--- src/rtl/detector_jogada.sv ---
// Button conditioner for the game datapath: two-flop synchronizer, press/release debounce FSM and one-hot move output.
// Optional feature: define DETECTOR_JOGADA_MULTI_REJ_EN to reject multi-button presses with an `invalida` pulse.
module detector_jogada #(
    parameter int DEBOUNCE = 20,
    parameter int N        = 5
) (
    input  logic       clock,
    input  logic       reset,
    input  logic       habilita,
    input  logic [3:0] botoes,
    output logic [3:0] jogada,
    output logic       jogada_feita,
    output logic       invalida,
    output logic       tem_jogada,
    output logic [1:0] db_estado
);

    typedef enum logic [1:0] {
        OCIOSO   = 2'd0,
        FILTRA   = 2'd1,
        SOLTAR   = 2'd2,
        INVALIDO = 2'd3
    } estado_t;

    localparam logic [N-1:0] CNT_FIM = N'(DEBOUNCE - 1);

    estado_t      estado_reg, estado_next;
    logic [3:0]   sync1_reg, sync2_reg;
    logic [3:0]   cand_reg, cand_next;
    logic [N-1:0] cnt_reg, cnt_next;
    logic [3:0]   jogada_reg, jogada_next;
    logic         feita_reg, feita_next;
    logic         s_ativo;

    assign s_ativo = |sync2_reg;

`ifdef DETECTOR_JOGADA_MULTI_REJ_EN
    logic invalida_reg, invalida_next;
    logic cand_multi;

    // More than one bit set: clearing the lowest set bit leaves something behind.
    assign cand_multi = |(cand_reg & (cand_reg - 4'd1));
    assign invalida   = invalida_reg;
`else
    logic [3:0] menor_bit;

    // Priority pick of the lowest-index pressed button (bit 0 wins).
    assign menor_bit[0] = cand_reg[0];
    generate
        for (genvar gi = 1; gi < 4; gi++) begin : g_prio
            assign menor_bit[gi] = cand_reg[gi] & ~(|cand_reg[gi-1:0]);
        end
    endgenerate
    assign invalida = 1'b0;
`endif

    // State register, synchronizer and datapath registers.
    always_ff @(posedge clock or negedge reset) begin
        if (!reset) begin
            sync1_reg    <= '0;
            sync2_reg    <= '0;
            estado_reg   <= OCIOSO;
            cand_reg     <= '0;
            cnt_reg      <= '0;
            jogada_reg   <= '0;
            feita_reg    <= 1'b0;
`ifdef DETECTOR_JOGADA_MULTI_REJ_EN
            invalida_reg <= 1'b0;
`endif
        end else begin
            sync1_reg    <= botoes;
            sync2_reg    <= sync1_reg;
            estado_reg   <= estado_next;
            cand_reg     <= cand_next;
            cnt_reg      <= cnt_next;
            jogada_reg   <= jogada_next;
            feita_reg    <= feita_next;
`ifdef DETECTOR_JOGADA_MULTI_REJ_EN
            invalida_reg <= invalida_next;
`endif
        end
    end

    // Next-state logic.
    always_comb begin
        estado_next   = estado_reg;
        cand_next     = cand_reg;
        cnt_next      = cnt_reg;
        jogada_next   = jogada_reg;
        feita_next    = 1'b0;
`ifdef DETECTOR_JOGADA_MULTI_REJ_EN
        invalida_next = 1'b0;
`endif
        case (estado_reg)
            OCIOSO: begin
                if (s_ativo && habilita) begin
                    estado_next = FILTRA;
                    cand_next   = sync2_reg;
                    cnt_next    = '0;
                end
            end
            FILTRA: begin
                if (!habilita || !s_ativo) begin
                    estado_next = OCIOSO;
                end else if (sync2_reg != cand_reg) begin
                    // Button set changed mid-filter: restart on the new pattern.
                    cand_next = sync2_reg;
                    cnt_next  = '0;
                end else if (cnt_reg == CNT_FIM) begin
                    estado_next = SOLTAR;
                    cnt_next    = '0;
`ifdef DETECTOR_JOGADA_MULTI_REJ_EN
                    if (cand_multi) begin
                        invalida_next = 1'b1;
                    end else begin
                        jogada_next = cand_reg;
                        feita_next  = 1'b1;
                    end
`else
                    jogada_next = menor_bit;
                    feita_next  = 1'b1;
`endif
                end else begin
                    cnt_next = cnt_reg + N'(1);
                end
            end
            SOLTAR: begin
                // Release tracking ignores habilita so a held button can never re-fire.
                if (s_ativo) begin
                    cnt_next = '0;
                end else if (cnt_reg == CNT_FIM) begin
                    estado_next = OCIOSO;
                end else begin
                    cnt_next = cnt_reg + N'(1);
                end
            end
            default: begin
                estado_next = OCIOSO;
            end
        endcase
    end

    // Outputs.
    always_comb begin
        jogada       = jogada_reg;
        jogada_feita = feita_reg;
        tem_jogada   = s_ativo;
        db_estado    = estado_reg;
    end

endmodule

--- config.mk ---
export PLATFORM = sky130hd
export DESIGN_NAME = detector_jogada
export DESIGN_NICKNAME = d
export VERILOG_FILES = /design/src/rtl/detector_jogada.sv
export SDC_FILE = /design/constraint.sdc
export NUM_CORES = 1
export LEC_CHECK = 0
export BUFFER_PORTS_ARGS = -buffer_cell sky130_fd_sc_hd__buf_4
export CAP_MARGIN = 20
export CORE_MARGIN = 4
export CORE_UTILIZATION = 55
export DETAILED_ROUTE_END_ITERATION = 10
export GPL_TIMING_DRIVEN = 0
export MAX_ROUTING_LAYER = met4
export PLACE_DENSITY_LB_ADDON = 0.12
export SYNTH_ARGS = -nofsm -noshare
export SYNTH_HDL_FRONTEND = slang
export SYNTH_SLANG_ARGS = --single-unit
--- constraint.sdc ---
create_clock -name clock -period 4.35 [get_ports clock]
set_input_delay 0.2175 -clock clock [delete_from_list [all_inputs] [get_ports clock]]
set_output_delay 0.2175 -clock clock [all_outputs]
set_load 0.05 [all_outputs]
==> results.rst, run 1 <==
.. list-table::
   :header-rows: 1

   * - Metric
     - Value
   * - Run status
     - finished, final reports clean
   * - Final Cell Area
     - 0.00141 mm2
   * - Sink count of the clock tree
     - 24
   * - DRC
     - 0
   * - Instance count of the mapped netlist
     - 96
   * - Syn-to-layout area delta
     - 20.7%
   * - Post-detail-place hpwl
     - 1360 um
   * - Largest family of logic cells by synthesized area
     - simple AND/OR/NAND/NOR gates
   * - Mux share of post-synthesis cell area
     - 6.97%
   * - Post-CTS Hold Buffers
     - 5
   * - Worst path required time
     - 4.56 ns
   * - Master cell of the clock root buffer
     - sky130_fd_sc_hd__clkbuf_4
   * - Compound-gate portion of the synthesized area
     - 11.4%
   * - Top library cells by usage in the layout, fill and taps aside
     - 24 x sky130_fd_sc_hd__dfrtp_1, 15 x sky130_fd_sc_hd__buf_4, 6 x sky130_fd_sc_hd__inv_1, 6 x sky130_fd_sc_hd__ha_1
   * - Setup violation total in the final timing report
     - 0
   * - Cell family contributing the most delay on the critical path
     - compound AO/OA/AOI/OAI gates
   * - I/O pin count
     - 16
   * - Startpoint of the worst setup timing path
     - db_estado[1]$_DFFE_PN0P_
   * - Routability cong.
     - 0.803
   * - Total overflow reported by the global router
     - 0
   * - Remaining antenna violation count after routing
     - 0
   * - Leakage Power
     - 0.644 nW
   * - Slowest library cell on the worst path
     - sky130_fd_sc_hd__dfrtp_1
   * - # nets final
     - 133
   * - Clock network latency to the later pin of the worst-skew pair
     - 0.31 ns
   * - RSZ-0062 raised after global routing
     - false
   * - Clock tree from TritonCTS
     - built
   * - Highest routing layer actually used
     - met4
   * - Post-cts gate resize count
     - 0
   * - Crit path max fanout
     - 7
   * - Core Region
     - 0.00198 mm2
   * - Startpoint kind of the worst setup timing path
     - flip-flop
   * - Most common library cell in the layout ignoring fill and taps
     - sky130_fd_sc_hd__dfrtp_1
   * - Antenna violations before repair
     - 0
   * - Y dimension of the die
     - 54.1 um
   * - Buffers & Inverters on Critical Path
     - 2
   * - Ratio of routed vias to standard cells
     - 5.23
   * - Total CTS buffers
     - 3
   * - Detailed route wirelength on metal2
     - 917 um
   * - Routed metal-1 wire length
     - 889 um
   * - Wire length of the first global-routing pass
     - 3440 um
   * - Hold violation total from the final report
     - 0
   * - Final min period
     - 2.09 ns
   * - Routed WL per cell
     - 13.3 um
   * - Pwr/cell area
     - 450 mW/mm2
   * - Period Utilization, post-route
     - 48.1%
   * - Category of the most critical setup path
     - reg2reg
   * - Fraction of the yosys area taken by sequential cells
     - 51.4%
   * - Total Routing Usage GR
     - 17.3%
   * - IO Port Bufs
     - 14
   * - Post-synthesis share of cell area spent on and, or, nand and nor gates
     - 16.3%
   * - Most area-hungry cell type in the Yosys netlist
     - sky130_fd_sc_hd__dfrtp_1
   * - Avg Inst Size Synth
     - 12.2 um2
   * - Number of detailed-route iterations in the first pass
     - 4
   * - Nature of the critical path endpoint
     - flip-flop
   * - Die area
     - 0.00292 mm2
   * - Peak supply drop
     - 325 uV
   * - Maximum clock frequency
     - 0.477 GHz
   * - Synth Area in XOR/XNOR
     - 3.00%
   * - ANT cells
     - 0
   * - CTS H-Tree Depth
     - 1
   * - Horiz. Die Dim
     - 54.1 um
   * - Number of flip-flops and latches in the synthesized netlist
     - 24
   * - Post-CTS Setup Inserts
     - 0
   * - Clock-pin slew reported for the worst setup and hold paths after clock tree synthesis
     - 0.13 ns
   * - Row Count
     - 16
   * - Nets in the synthesized netlist
     - 109
   * - Setup Skew
     - 0.00477 ns
   * - Total via count after detailed routing
     - 763
   * - Area share of the largest cell type after synthesis
     - 51.4%
   * - Dominant cells by area after synthesis
     - sky130_fd_sc_hd__dfrtp_1 51%, sky130_fd_sc_hd__ha_1 6.4%, sky130_fd_sc_hd__mux2_2 4.8%
   * - Post-synthesis cell area
     - 0.00117 mm2
   * - R2R Path Start
     - db_estado[1]$_DFFE_PN0P_
   * - CP Cell Sequence
     - inv_1 -> ha_1 -> or2_2 -> a21oi_1 -> and2_0 -> clkbuf_1 -> o21ai_1 -> a22o_1
   * - Initial core utilization
     - 58.9%
   * - Maximum number of pins on one net before global-route repair
     - 25
   * - Worst min-delay path class
     - in2async
   * - Wire length on met3
     - 87 um
   * - Fillcell total
     - 144
   * - Number of global-route vias before repair
     - 768
   * - Aggregate negative setup slack
     - 0 ns
   * - Total wire length
     - 1940 um
   * - Pins Over Slew Limit
     - 0
   * - Slowest cell delay on critical path
     - 0.43 ns
   * - Number of flip-flops under the largest register name
     - 5
   * - Placed inst area
     - 0.00131 mm2
   * - Yosys cell types
     - 39
   * - Arrival @ worst endpoint
     - 2.31 ns
   * - Reported max-cap violation count
     - 0
   * - Number of warnings issued by yosys
     - 0
   * - Layout cell share with drive strength beyond 1
     - 30.3%
   * - Adder-cell share of the synthesized area
     - 6.43%
   * - Clock tree buffer depth
     - 2
   * - Number of DRC markers after the initial detailed-route iteration
     - 9
## layer usage
metal,global-route usage (%),vias up
li1,-,378
met1,22.0,360
met2,26.8,20
met3,3.32,5
met4,7.47,0
met5,-,-
## per-stage QoR
step | worst slack (ns) | hold WS [ns] | total power (W) | util (%) | instances
floorplan | 2.10 | -0.0781 | 0.000433 | - | 96
global placement | 2.31 | 0.123 | 0.000470 | 65.9 | 137
detailed placement | 2.29 | 0.131 | 0.000477 | 65.9 | 137
CTS | 2.25 | 0.316 | 0.000643 | 71.1 | 146
global route | 2.09 | 0.316 | 0.000677 | 71.1 | 146
finish | 2.26 | 0.318 | 0.000633 | 71.1 | 146
## synth_stat cells (all sizes together)
cell type / n
nand4bb: 1
o22ai: 1
a211oi: 1
nor3: 1
buf: 2
nor2b: 3
nor2: 4
o41ai: 1
xor2: 4
clkbuf: 1
mux2: 6
nand4b: 1
and3: 5
and2: 1
nand3: 2
nand2: 2
nor4bb: 1
a41oi: 1
or2: 1
nand3b: 1
a21oi: 3
nand2b: 2
o22a: 1
conb: 1
o21ai: 6
nor4: 2
o2bb2ai: 1
mux2i: 1
ha: 6
a22o: 2
inv: 7
dfrtp: 24
## cells by family after synthesis
group                    Yosys count
AND/OR/NAND/NOR                   27
multiplexers                       7
AO/OA/AOI/OAI                     17
flip-flops                        24
adder cells (fa/ha/maj)            6
buffers and inverters             10
XOR/XNOR                           4
other                              1
## where the power goes
group	total (W)	internal (W)	leakage (nW)	switching (W)
Clock	0.000159	0.0000932	0.0279	0.0000657
Combinational	0.000190	0.0000868	0.326	0.000103
Sequential	0.000285	0.000252	0.290	0.0000331
## final cells by class
type                            count  area [um2]  share of cell area [%]
Clock inverter                      1        30.0                    2.13
Buffer                              3        22.5                    1.60
Inverter                            7        26.3                    1.87
Clock buffer                        3        22.5                    1.60
Sequential cell                    24         601                    42.6
Tap cell                           27        33.8                    2.40
Multi-Input combinational cell     62         518                    36.8
Timing Repair Buffer               19         155                    11.0
## final timing paths
check	slack (ns)	to	cells past startpoint
setup / recovery	2.26	cnt_reg[4]$_DFFE_PN0P_	8
hold / removal	0.32	jogada[3]$_DFFE_PN0P_	2
setup reg to reg	2.26	cnt_reg[4]$_DFFE_PN0P_	8
hold reg to reg	0.36	sync2_reg[1]$_DFF_PN0_	0
max in group asynchronous	3.80	cnt_reg[0]$_DFFE_PN0P_	2
min in group clock	0.34	db_estado[1]$_DFFE_PN0P_	3
(Power assumes the default switching activity.)
==> inputs of run 2 (changes only) <==
--- a/config.mk
+++ b/config.mk
@@ -5,6 +5,7 @@
 export SDC_FILE = /design/constraint.sdc
 export NUM_CORES = 1
 export LEC_CHECK = 0
+export ABC_AREA = 1
 export BUFFER_PORTS_ARGS = -buffer_cell sky130_fd_sc_hd__buf_4
 export CAP_MARGIN = 20
 export CORE_MARGIN = 4
==> constraint.sdc (replaced) <==
create_clock -name clock -period 1.95 [get_ports clock]
set_input_delay 0.0975 -clock clock [delete_from_list [all_inputs] [get_ports clock]]
set_output_delay 0.0975 -clock clock [all_outputs]
set_load 0.05 [all_outputs]
==> results.rst, run 2 <==
.. list-table::
   :header-rows: 1

   * - Metric
     - Value
   * - Run status
     - finished, final reports clean
   * - Top library cells by usage in the layout, fill and taps aside
     - 46 x sky130_fd_sc_hd__nand2_1, 24 x sky130_fd_sc_hd__dfrtp_1, 18 x sky130_fd_sc_hd__inv_1, 15 x sky130_fd_sc_hd__buf_4
   * - Peak supply drop
     - 812 uV (+150%)
   * - Routed WL per cell
     - 11.2 um (-16%)
   * - Count leader, synth
     - sky130_fd_sc_hd__nand2_1
   * - R2R Path Start
     - db_estado[1]$_DFFE_PN0P_
   * - Total Routing Usage GR
     - 17.3% (+0.032 points)
   * - Layout cell share with drive strength beyond 1
     - 23.9% (-6.4 points)
   * - Nature of the critical path endpoint
     - flip-flop
   * - ANT cells
     - 0 (unchanged)
   * - Instance count of the mapped netlist
     - 157 (+64%)
   * - Number of DRC markers after the initial detailed-route iteration
     - 17 (+8)
   * - RSZ-0062 raised after global routing
     - false
   * - Row Count
     - 17 (+1)
   * - Post-CTS Setup Inserts
     - 0 (unchanged)
   * - Startpoint kind of the worst setup timing path
     - flip-flop
   * - Slowest library cell on the worst path
     - sky130_fd_sc_hd__dfrtp_1
   * - Total overflow reported by the global router
     - 0 (unchanged)
   * - Arrival @ worst endpoint
     - 1.83 ns (-0.48 ns)
   * - Post-detail-place hpwl
     - 1790 um (+31%)
   * - Y dimension of the die
     - 56.6 um (+4.7%)
   * - Routability cong.
     - 0.781 (-2.7%)
   * - Crit path max fanout
     - 6 (-1)
   * - Sink count of the clock tree
     - 24 (unchanged)
   * - IO Port Bufs
     - 14 (unchanged)
   * - Worst min-delay path class
     - in2reg
   * - Aggregate negative setup slack
     - 0 ns (unchanged)
   * - DRC
     - 0 (unchanged)
   * - Number of flip-flops and latches in the synthesized netlist
     - 24 (unchanged)
   * - Hold violation total from the final report
     - 0 (unchanged)
   * - Most common library cell in the layout ignoring fill and taps
     - sky130_fd_sc_hd__nand2_1
   * - Clock tree from TritonCTS
     - built
   * - Number of flip-flops under the largest register name
     - 5 (unchanged)
   * - Horiz. Die Dim
     - 56.6 um (+4.7%)
   * - Fraction of the yosys area taken by sequential cells
     - 46.2% (-5.2 points)
   * - Syn-to-layout area delta
     - 18.7%
   * - Primary flip-flop cell chosen by synthesis mapping
     - sky130_fd_sc_hd__dfrtp_1
   * - Master cell of the clock root buffer
     - sky130_fd_sc_hd__clkbuf_4
   * - Final min period
     - 1.61 ns (-0.483 ns)
   * - Setup Skew
     - 0.00206 ns (-0.00271 ns)
   * - Proportion of synthesized flip-flops having asynchronous set or reset
     - 100% (unchanged)
   * - Clock-pin slew reported for the worst setup and hold paths after clock tree synthesis
     - 0.13 ns (about the same)
   * - Pwr/cell area
     - 1070 mW/mm2 (+140%)
   * - Wire length of the first global-routing pass
     - 4260 um (+24%)
   * - Period Utilization, post-route
     - 82.6% (+35 points)
   * - Number of global-route vias before repair
     - 1046 (+36%)
   * - CP Cell Sequence
     - inv_1 -> ha_1 -> nand3_4 -> nor3_4 -> inv_2 -> nor2_1 -> nor2_1
   * - Maximum clock frequency
     - 0.620 GHz (+30%)
   * - Startpoint of the worst setup timing path
     - db_estado[1]$_DFFE_PN0P_
   * - Total CTS buffers
     - 3 (unchanged)
   * - Top cells by instance count after synthesis
     - 46 x sky130_fd_sc_hd__nand2_1, 24 x sky130_fd_sc_hd__dfrtp_1, 18 x sky130_fd_sc_hd__inv_1
   * - Post-synthesis cell area
     - 0.00130 mm2 (+11%)
   * - Overall power consumption
     - 0.00164 W (+160%)
   * - Yosys cell types
     - 21 (-46%)
   * - Slowest cell delay on critical path
     - 0.46 ns (+0.03 ns)
   * - Reported max-cap violation count
     - 0 (unchanged)
   * - Most area-hungry cell type in the Yosys netlist
     - sky130_fd_sc_hd__dfrtp_1
   * - Area share of the largest cell type after synthesis
     - 46.2% (-5.2 points)
   * - Avg Inst Size Synth
     - 8.27 um2 (-32%)
   * - Start point of the worst min-delay path
     - habilita
   * - Number of warnings issued by yosys
     - 0 (unchanged)
   * - Core Region
     - 0.00223 mm2 (+13%)
   * - Cell occurring most often along the worst timing path
     - sky130_fd_sc_hd__nor2_1
   * - I/O pin count
     - 16 (unchanged)
   * - Initial core utilization
     - 58.2% (-0.75 points)
   * - Ratio of routed vias to standard cells
     - 4.92 (-5.8%)
   * - Maximum number of pins on one net before global-route repair
     - 25 (unchanged)
   * - Nets in the synthesized netlist
     - 170 (+56%)
   * - Number of detailed-route iterations in the first pass
     - 4 (unchanged)
   * - Leakage Power
     - 0.840 nW (+31%)
   * - CTS H-Tree Depth
     - 1 (unchanged)
   * - Clock tree buffer depth
     - 2 (unchanged)
   * - # nets final
     - 194 (+46%)
   * - Clock network latency to the later pin of the worst-skew pair
     - 0.31 ns (about the same)
   * - Remaining antenna violation count after routing
     - 0 (unchanged)
   * - Category of the most critical setup path
     - reg2reg
   * - Dominant cells by area after synthesis
     - sky130_fd_sc_hd__dfrtp_1 46%, sky130_fd_sc_hd__nand2_1 13%, sky130_fd_sc_hd__ha_1 5.8%
   * - Worst path required time
     - 2.17 ns (-2.39 ns)
   * - Antenna violations before repair
     - 0 (unchanged)
   * - Die area
     - 0.00320 mm2 (+9.6%)
   * - Total wire length
     - 2320 um (+20%)
   * - Count of flip-flops with a built-in enable after synthesis
     - 0 (unchanged)
   * - Total via count after detailed routing
     - 1024 (+34%)
   * - Pins Over Slew Limit
     - 0 (unchanged)
   * - Setup violation total in the final timing report
     - 0 (unchanged)
==> run 2: layout make-up <==
cell class	instances	area, um2
multi-input combinational	108	601
tap	28	35.0
fill	166	692
timing repair buffer	19	155
inverter	24	90.1
clock buffer	3	22.5
buffer	1	7.51
sequential	24	601
clock inverter	1	30.0
==> run 2: cells by family after synthesis <==
family / after synthesis / synth area share, %
AND/OR/NAND/NOR: 89 / 35.0
buffers and inverters: 25 / 7.51
flip-flops: 24 / 46.2
AO/OA/AOI/OAI: 12 / 5.20
adder cells (fa/ha/maj): 6 / 5.78
other: 1 / 0.289
==> run 2: final timing paths <==
kind | to | cells past startpoint | slack [ns]
max in group asynchronous | sync2_reg[1]$_DFF_PN0_ | 2 | 1.53
setup reg to reg | jogada[0]$_DFFE_PN0P_ | 7 | 0.34
hold / removal | jogada_feita$_DFF_PN0_ | 3 | 0.1
setup / recovery | jogada[0]$_DFFE_PN0P_ | 7 | 0.34
hold reg to reg | sync2_reg[1]$_DFF_PN0_ | 0 | 0.36
min in group asynchronous | jogada[3]$_DFFE_PN0P_ | 2 | 0.20
==> run 2: power breakdown <==
part           switching, W  internal, W
registers         0.0000670     0.000567
logic              0.000443     0.000213
clock network      0.000145     0.000208
total              0.000655     0.000988
==> run 2: per-layer routing <==
metal / global-route usage [%] / vias to the layer above / wire (um)
met2: 29.5 / 19 / 1150
met4: 5.08 / 0 / 43
met1: 20.0 / 460 / 1020
met3: 4.37 / 6 / 106
li1: - / 539 / -
met5: - / - / 0
==> run 2: worst max-delay path, delay by kind of cell, from the launching register on <==
kind,cells,cell delay [ns]
and+or+nand+nor,4,0.55
DFF,1,0.46
adders and majority gates,1,0.30
buffers and inverters,2,0.21
==> run 2: through the flow <==
step / hold WS, ns / instances / setup WS (ns) / utilization [%] / cell area [um2]
floorplan: -0.198 / 157 / 0.210 / - / 1300
global placement: 0.00781 / 199 / 0.421 / 64.4 / 1440
detailed placement: 0.00645 / 199 / 0.380 / 64.4 / 1440
CTS: 0.0856 / 208 / 0.351 / 69.0 / 1540
global route: 0.0837 / 208 / 0.191 / 69.0 / 1540
finish: 0.0954 / 208 / 0.338 / 69.0 / 1540
==> run 2: what timing repair did <==
item                      CTS  global route
hold buffers                5             0
hold endpoints to repair   28             0
gates resized for setup     0             0
